**config.mk**
```make
export PLATFORM = sky130hd
export DESIGN_NAME = if_id_skid
export DESIGN_NICKNAME = d
export VERILOG_FILES = /design/src/rtl/if_id_skid.sv
export SDC_FILE = /design/constraint.sdc
export NUM_CORES = 1
export LEC_CHECK = 0
export CORE_AREA = 2 2 139 141
export DETAILED_ROUTE_END_ITERATION = 8
export DIE_AREA = 0 0 141 143
export PLACE_DENSITY = 0.8
export SETUP_SLACK_MARGIN = 0.5
export SLEW_MARGIN = 0
export SYNTH_ARGS = -nofsm -noshare
export SYNTH_HDL_FRONTEND = slang
export SYNTH_SLANG_ARGS = --single-unit
```
**constraint.sdc**
```tcl
create_clock -name clk -period 9.6 [get_ports clk]
set_input_delay 2.4 -clock clk [delete_from_list [all_inputs] [get_ports clk]]
set_output_delay 2.4 -clock clk [all_outputs]
set_load 0.01 [all_outputs]
```
**src/rtl/if_id_skid.sv**
```systemverilog
// IF/ID pipeline boundary register with valid/ready handshake and an optional
// 2-entry skid buffer. Flush injects a bubble and a saturating counter tracks effective flushes.
module if_id_skid #(
  parameter int              XLEN      = 32,
  parameter int              ILEN      = 32,
  parameter int              PC_STEP   = 4,
  parameter logic [ILEN-1:0] NOP_INSTR = '0,
  parameter bit              SKID      = 1'b1,
  parameter int              CNT_W     = 16
) (
  input  logic             clk,
  input  logic             reset,
  input  logic             in_valid_i,
  output logic             in_ready_o,
  input  logic [ILEN-1:0]  in_instr_i,
  input  logic [XLEN-1:0]  in_pc_i,
  input  logic             flush_i,
  output logic             out_valid_o,
  input  logic             out_ready_i,
  output logic [ILEN-1:0]  out_instr_o,
  output logic [XLEN-1:0]  out_pc_o,
  output logic [XLEN-1:0]  out_pc_next_o,
  output logic             out_noflush_o,
  output logic [CNT_W-1:0] flush_cnt_o
);

  logic             mainValid_q, mainValid_d;
  logic [ILEN-1:0]  mainInstr_q, mainInstr_d;
  logic [XLEN-1:0]  mainPc_q, mainPc_d;
  logic [XLEN-1:0]  mainPcNext_q, mainPcNext_d;
  logic             skidValid_q, skidValid_d;
  logic [ILEN-1:0]  skidInstr_q, skidInstr_d;
  logic [XLEN-1:0]  skidPc_q, skidPc_d;
  logic [XLEN-1:0]  skidPcNext_q, skidPcNext_d;
  logic             inReady_q, inReady_d;
  logic [CNT_W-1:0] flushCnt_q, flushCnt_d;

  logic             inXfer;
  logic             drain;
  logic [XLEN-1:0]  inPcNext;

  always_ff @(posedge clk or posedge reset) begin
    if (reset) begin
      mainValid_q  <= 1'b0;
      mainInstr_q  <= NOP_INSTR;
      mainPc_q     <= '0;
      mainPcNext_q <= '0;
      skidValid_q  <= 1'b0;
      skidInstr_q  <= NOP_INSTR;
      skidPc_q     <= '0;
      skidPcNext_q <= '0;
      inReady_q    <= 1'b1;
      flushCnt_q   <= '0;
    end else begin
      mainValid_q  <= mainValid_d;
      mainInstr_q  <= mainInstr_d;
      mainPc_q     <= mainPc_d;
      mainPcNext_q <= mainPcNext_d;
      skidValid_q  <= skidValid_d;
      skidInstr_q  <= skidInstr_d;
      skidPc_q     <= skidPc_d;
      skidPcNext_q <= skidPcNext_d;
      inReady_q    <= inReady_d;
      flushCnt_q   <= flushCnt_d;
    end
  end

  assign inXfer   = in_valid_i & in_ready_o;
  assign drain    = ~mainValid_q | out_ready_i;
  assign inPcNext = in_pc_i + XLEN'(PC_STEP);

  always_comb begin
    mainValid_d  = mainValid_q;
    mainInstr_d  = mainInstr_q;
    mainPc_d     = mainPc_q;
    mainPcNext_d = mainPcNext_q;
    skidValid_d  = skidValid_q;
    skidInstr_d  = skidInstr_q;
    skidPc_d     = skidPc_q;
    skidPcNext_d = skidPcNext_q;
    flushCnt_d   = flushCnt_q;

    if (flush_i) begin
      mainValid_d = 1'b0;
      skidValid_d = 1'b0;
      if ((mainValid_q | skidValid_q | inXfer) && (flushCnt_q != '1))
        flushCnt_d = flushCnt_q + CNT_W'(1);
    end else if (drain) begin
      // The skid entry is older than anything on the input, so it wins the main slot
      if (skidValid_q) begin
        mainValid_d  = 1'b1;
        mainInstr_d  = skidInstr_q;
        mainPc_d     = skidPc_q;
        mainPcNext_d = skidPcNext_q;
        skidValid_d  = 1'b0;
      end else begin
        mainValid_d = inXfer;
        if (inXfer) begin
          mainInstr_d  = in_instr_i;
          mainPc_d     = in_pc_i;
          mainPcNext_d = inPcNext;
        end
      end
    end else if (inXfer && SKID) begin
      skidValid_d  = 1'b1;
      skidInstr_d  = in_instr_i;
      skidPc_d     = in_pc_i;
      skidPcNext_d = inPcNext;
    end

    inReady_d = ~skidValid_d;
  end

  assign in_ready_o    = SKID ? inReady_q : (~mainValid_q | out_ready_i);
  assign out_valid_o   = mainValid_q;
  assign out_noflush_o = mainValid_q;
  assign out_instr_o   = mainValid_q ? mainInstr_q  : NOP_INSTR;
  assign out_pc_o      = mainValid_q ? mainPc_q     : '0;
  assign out_pc_next_o = mainValid_q ? mainPcNext_q : '0;
  assign flush_cnt_o   = flushCnt_q;

endmodule

```
## After elaboration in Yosys (flattened, before gate mapping)

Cells that the tools add are included.

| cells by class | value |
|---|---|
| add/sub/neg operators | 2 |
| equal/unequal tests | 1 |
| mux-type cells | 15 |
| bitwise operators | 8 |
| reduce and logical (&&, ||, !) cells | 6 |

Operator list:

| cell | number |
|---|---|
| $mux W32 | 9 |
| $add A32 B3 Y32 const B | 1 |
| $add A16 B1 Y16 const B | 1 |
| $ne A16 B16 Y1 const B | 1 |
| $mux W1 | 6 |
| $reduce_and A3 Y1 | 2 |
| $not A1 Y1 | 4 |
| $reduce_bool A2 Y1 | 2 |
| $or A1 B1 Y1 | 3 |
| $reduce_and A2 Y1 | 1 |
| $and A1 B1 Y1 | 1 |
| $logic_and A1 B1 Y1 | 1 |

| storage, ports and cells | value |
|---|---|
| register bits after elaboration | 211 |
| input bits | 69 |
| output and inout bits | 115 |
| word-level logic and storage cells | 42 |

## Longest topological paths before layout

| depth | value |
|---|---|
| word-level depth | 5 |
| mapped depth | 9 |
| mapped depth without buffers | 6 |

## Worst setup path before layout

No wires, ideal clock.

| timing | value |
|---|---|
| path type | input to register |
| start point | input port in_pc_i[2] |
| end point | register mainPcNext_q[22] |
| library setup time | 0.123 ns |
| arrival | 3.831 ns |
| setup slack | 5.645 ns |
| cell stages on the path | 6 |
| buffers on the path | 0 |
| path through | ha_1 -> nand4_2 -> or4_4 -> o31a_1 -> nor3_1 -> o21ai_1 |

| on the way | value |
|---|---|
| cells in the longest elaborated chain, start to end | 3 |

Ends and longest elaborated chain:

| item | line | source |
|---|---|---|
| start, declared | 16 | `input logic [XLEN-1:0] in_pc_i,` |
| $add A32 B3 Y32 | 70 | `assign inPcNext = in_pc_i + XLEN'(PC_STEP);` |
| $mux W32 | 98 | `if (inXfer) begin` |
| $mux W32 | 90 | `if (skidValid_q) begin` |
| end signal, assigned | 58 | `mainPcNext_q <= mainPcNext_d;` |
| end, declared | 30 | `logic [XLEN-1:0] mainPcNext_q, mainPcNext_d;` |

No other way between the ends. The select of a mux whose other input is x is not followed.
A chain may end at the register's enable or synchronous reset.

## Final worst setup path

| timing | value |
|---|---|
| start point | register mainValid_q, in the netlist out_noflush_o |
| end point | output port out_pc_next_o[24] |

| on the way | value |
|---|---|
| cells in the longest elaborated chain, start to end | 1 |

Ends and longest elaborated chain:

| item | line | source |
|---|---|---|
| start, declared | 27 | `logic mainValid_q, mainValid_d;` |
| start signal, assigned | 55 | `mainValid_q <= mainValid_d;` |
| $mux W32 | 119 | `assign out_pc_next_o = mainValid_q ? mainPcNext_q : '0;` |
| end, declared | 22 | `output logic [XLEN-1:0] out_pc_next_o,` |

No other way between the ends.

==> results.tsv <==
stage	metric	value	unit
worst_hold_path	worst hold start	skidPcNext_q[9]$_DFFE_PP0P_	
critical_path	Setup crit end kind	primary output	
finish	Register Area	5190	um2
finish	commonest cells after routing, fill and taps aside	nand2_1 (322), dfrtp_1 (204), clkdlybuf4s50_1 (183)	
place	placed insts	1426	
critical_path	worst-path fanout max	73	
timing	minimum clock period	4940	ps
critical_path	CP Depth	3	
critical_path	worst path buffer plus inverter count	2	
clock_network	Clock Sinks	207	
place	Buffers on Ports	183	
routing	vias	7826	
power	peak supply drop	0.108	mV
timing	achievable frequency	203	MHz
worst_hold_path	min-delay worst type	reg2reg	
floorplanning	Die X	141	um
power	register share of total power	48.7	%
clock_network	Num CTS Buffers	21	
timing	Tcrit/Tclk final	51.4	%
clock_network	clock latency on the worst-skew pair	490	ps
synthesis	EDFF count, synth	0	
synthesis	post-synth top area share	53.0	%
timing	Worst-Margin Slew	957	ps
critical_path	cell family with most CP delay	buffers and inverters	
routing	drt first pass iters	6	
finish	area of the multi-input gates	4260	um2
floorplanning	initial core utilization	52.4	%
place	Final GP Congestion	0.799	
floorplanning	Top Ports	184	
critical_path	RR Endpoint	mainPcNext_q[30]$_DFFE_PP0P_	
global_route	total global-route track usage	23.5	%
critical_path	CP Launch Point	out_noflush_o$_DFFE_PP0N_	
synthesis	Area contributors post-synth	dfrtp_1 (53%), nand2_1 (12%), mux2i_1 (6.8%), and2_1 (6.1%), o21ai_0 (4.4%)	
timing	Post-Route Setup TNS	0	ps
clock_network	post-CTS setup buffers	0	
critical_path	Crit Path Class	reg2out	
finish	Layout Area Growth over Synthesis	26.8	%
power	clock share of power	33.8	%
timing	max-slew violation count	0	
synthesis	Post-Syn Area	9730	um2
place	placed cell area	11700	um2
power	leakage power	0.00550	uW
global_route	final global-route overflow total	0	
power	Int Power	1720	uW
critical_path	WP data required	7200	ps
synthesis	ys flop type	dfrtp_1	
synthesis	Syn Nets	1140	
synthesis	post-synthesis cell count	1069	
synthesis	Avg Cell Area, Syn	9.10	um2
floorplanning	core area	18600	um2
finish	post-route cell area	12300	um2
floorplanning	die area	20200	um2
power	Comb pwr share	17.6	%
synthesis	Yosys reg bits	207	
clock_network	root buf cell	clkbuf_16	
clock_network	clock transition at the registers of the reported paths	60	ps
synthesis	FFs w/ async S/R, synth	100	%
routing	vias per cell	5.35	
power	switching share of total power	27.2	%
critical_path	startpoint types	flop	
synthesis	post-synth cell types	39	
power	switching power total	642	uW
clock_network	CTS Buffer Depth	3	
critical_path	CP Data Arrival Time	2540	ps
clock_network	# resized after CTS	0	
timing	clock skew	11.9	ps
finish	nets@finish	1286	
critical_path	worst r2r path cells	6	
timing	Final setup viols	0	
place	dpl hpwl	15.0	mm
routing	# DRC	0	
floorplanning	Die H	143	um
clock_network	hold_buf cts	0	
routing	WL/cell	16.2	um
timing	final hold vios	0	
routing	antenna violation net count after detailed routing	0	
routing	initial DRC count	650	
floorplanning	row count	50	
finish	layout cells sized above 1	4.48	%
timing	Worst Hold Slack	468	ps
critical_path	R2R Path Start	skidValid_q$_DFF_PP0_	
critical_path	R2R setup slack	6560	ps
timing	Rel. slew slack	36.2	%
critical_path	CP cell instances	buf_4, and2_1, clkdlybuf4s50_1	
outcome	status	finished, final reports clean	
finish	leading cell type in the layout, fill and taps excluded	nand2_1	
critical_path	CP endpoint	out_pc_next_o[24]	
timing	unrepaired setup endpoints after global routing	false	
critical_path	CP max stage delay	620	ps
synthesis	register area share after synthesis	53.2	%
global_route	number of global-route vias before repair	7598	
synthesis	cell taking the most area after synthesis	dfrtp_1	
finish	Filler cells	1494	
finish	antenna fix cells	0	
routing	drt total wl	23.8	mm
global_route	first-pass GRT wire length	38.7	mm
synthesis	Synthesis Warnings	0	
finish	Post-Layout Cell Count	1463	
power	power density cells	191	nW/um2
flow_run	Max Cap Viol	0	
critical_path	Slowest-stage cell, CP	buf_4	
clock_network	CTS tree	yes	
global_route	initial antenna violation count	0	
global_route	largest net degree at the start of global routing	137	
clock_network	H-tree depth reported by CTS	1	
finish	Finished Core Util	66.4	%
[synth_stat cells, types with 3 or more instances]
cell type / n
a21oi_1: 22
and2_1: 95
and3_1: 5
and4_1: 5
buf_2: 11
buf_4: 3
clkbuf_1: 52
dfrtp_1: 206
inv_1: 10
mux2i_1: 66
nand2_1: 323
nand3_1: 22
nand4_1: 12
nor2_1: 40
nor3_1: 10
o211ai_1: 4
o21ai_0: 85
o21ai_1: 20
o22ai_1: 15
xnor2_1: 12
xor2_1: 30
[worst reg2reg max path: stages (launching register included)]
cell     delay, ps
dfrtp_4        730
a21oi_1        390
nor2_1         140
nand2_4        610
buf_4          740
a21oi_1        160
a22oi_1        190
[registers in the layout, summed over array words and instances (netlist names)]
signal,cells
skidInstr_q,32
skidPc_q,32
mainPcNext_q,30
skidValid_q,1
in_ready_o,1
mainPc_q,32
out_noflush_o,1
skidPcNext_q,30
mainInstr_q,32
flush_cnt_o,16
[metal layers]
layer  global-route usage, %  up-vias  routed length, um
met5                       0        -                  0
met3                    2.95       30               1310
li1                        -     3797                  -
met1                    32.8     3770              10500
met2                    39.3      229              11500
met4                    6.16        0                422
[metrics by stage]
stage | worst slack (ps) | total power [uW]
finish | 4660 | 2360
global route | 4500 | 2490
CTS | 4640 | 2380
detailed placement | 4530 | 1580
global placement | 4570 | 1550
floorplan | 1550 | 1380
[cell families (layout without fill, tap and decap cells)]
kind of cell / Yosys count / after routing / synth area share [%]
AOI/OAI and AO/OA: 151 / 151 / 8.23
buffers and inverters: 78 / 238 / 3.27
and+or+nand+nor: 522 / 522 / 24.3
muxes: 67 / 67 / 6.90
DFF: 207 / 207 / 53.2
xor gates and xnor gates: 42 / 42 / 3.78
adders and majority gates: 2 / 2 / 0.257
[power groups by stage]
stage	logic (uW)	clock network (uW)	registers [uW]
global placement	400	0	1150
CTS	420	813	1150
floorplan	242	0	1130
detailed placement	417	0	1160
finish	414	796	1150
global route	467	852	1170
[worst min-delay path by stage]
stage	slack [ps]	cells past startpoint	to
2_1_floorplan	440	2	skidPcNext_q[8]$_DFFE_PP0P_
3_3_place_gp	450	2	mainInstr_q[27]$_DFFE_PP0P_
3_5_place_dp	460	2	skidPcNext_q[9]$_DFFE_PP0P_
4_1_cts	470	2	skidPcNext_q[9]$_DFFE_PP0P_
5_1_grt	480	2	mainPcNext_q[6]$_DFFE_PP0P_
6_report	470	2	skidPcNext_q[9]$_DFFE_PP0P_
[area by class of cell]
| type | instances | share of cell area [%] |
|---|---|---|
| tap | 234 | 2.37 |
| clock inverter | 6 | 0.466 |
| multi-input combinational | 784 | 34.5 |
| inverter | 10 | 0.365 |
| clock buffer | 31 | 4.97 |
| timing repair buffer | 191 | 15.3 |
| sequential | 207 | 42.0 |
(Power assumes the default switching activity.)
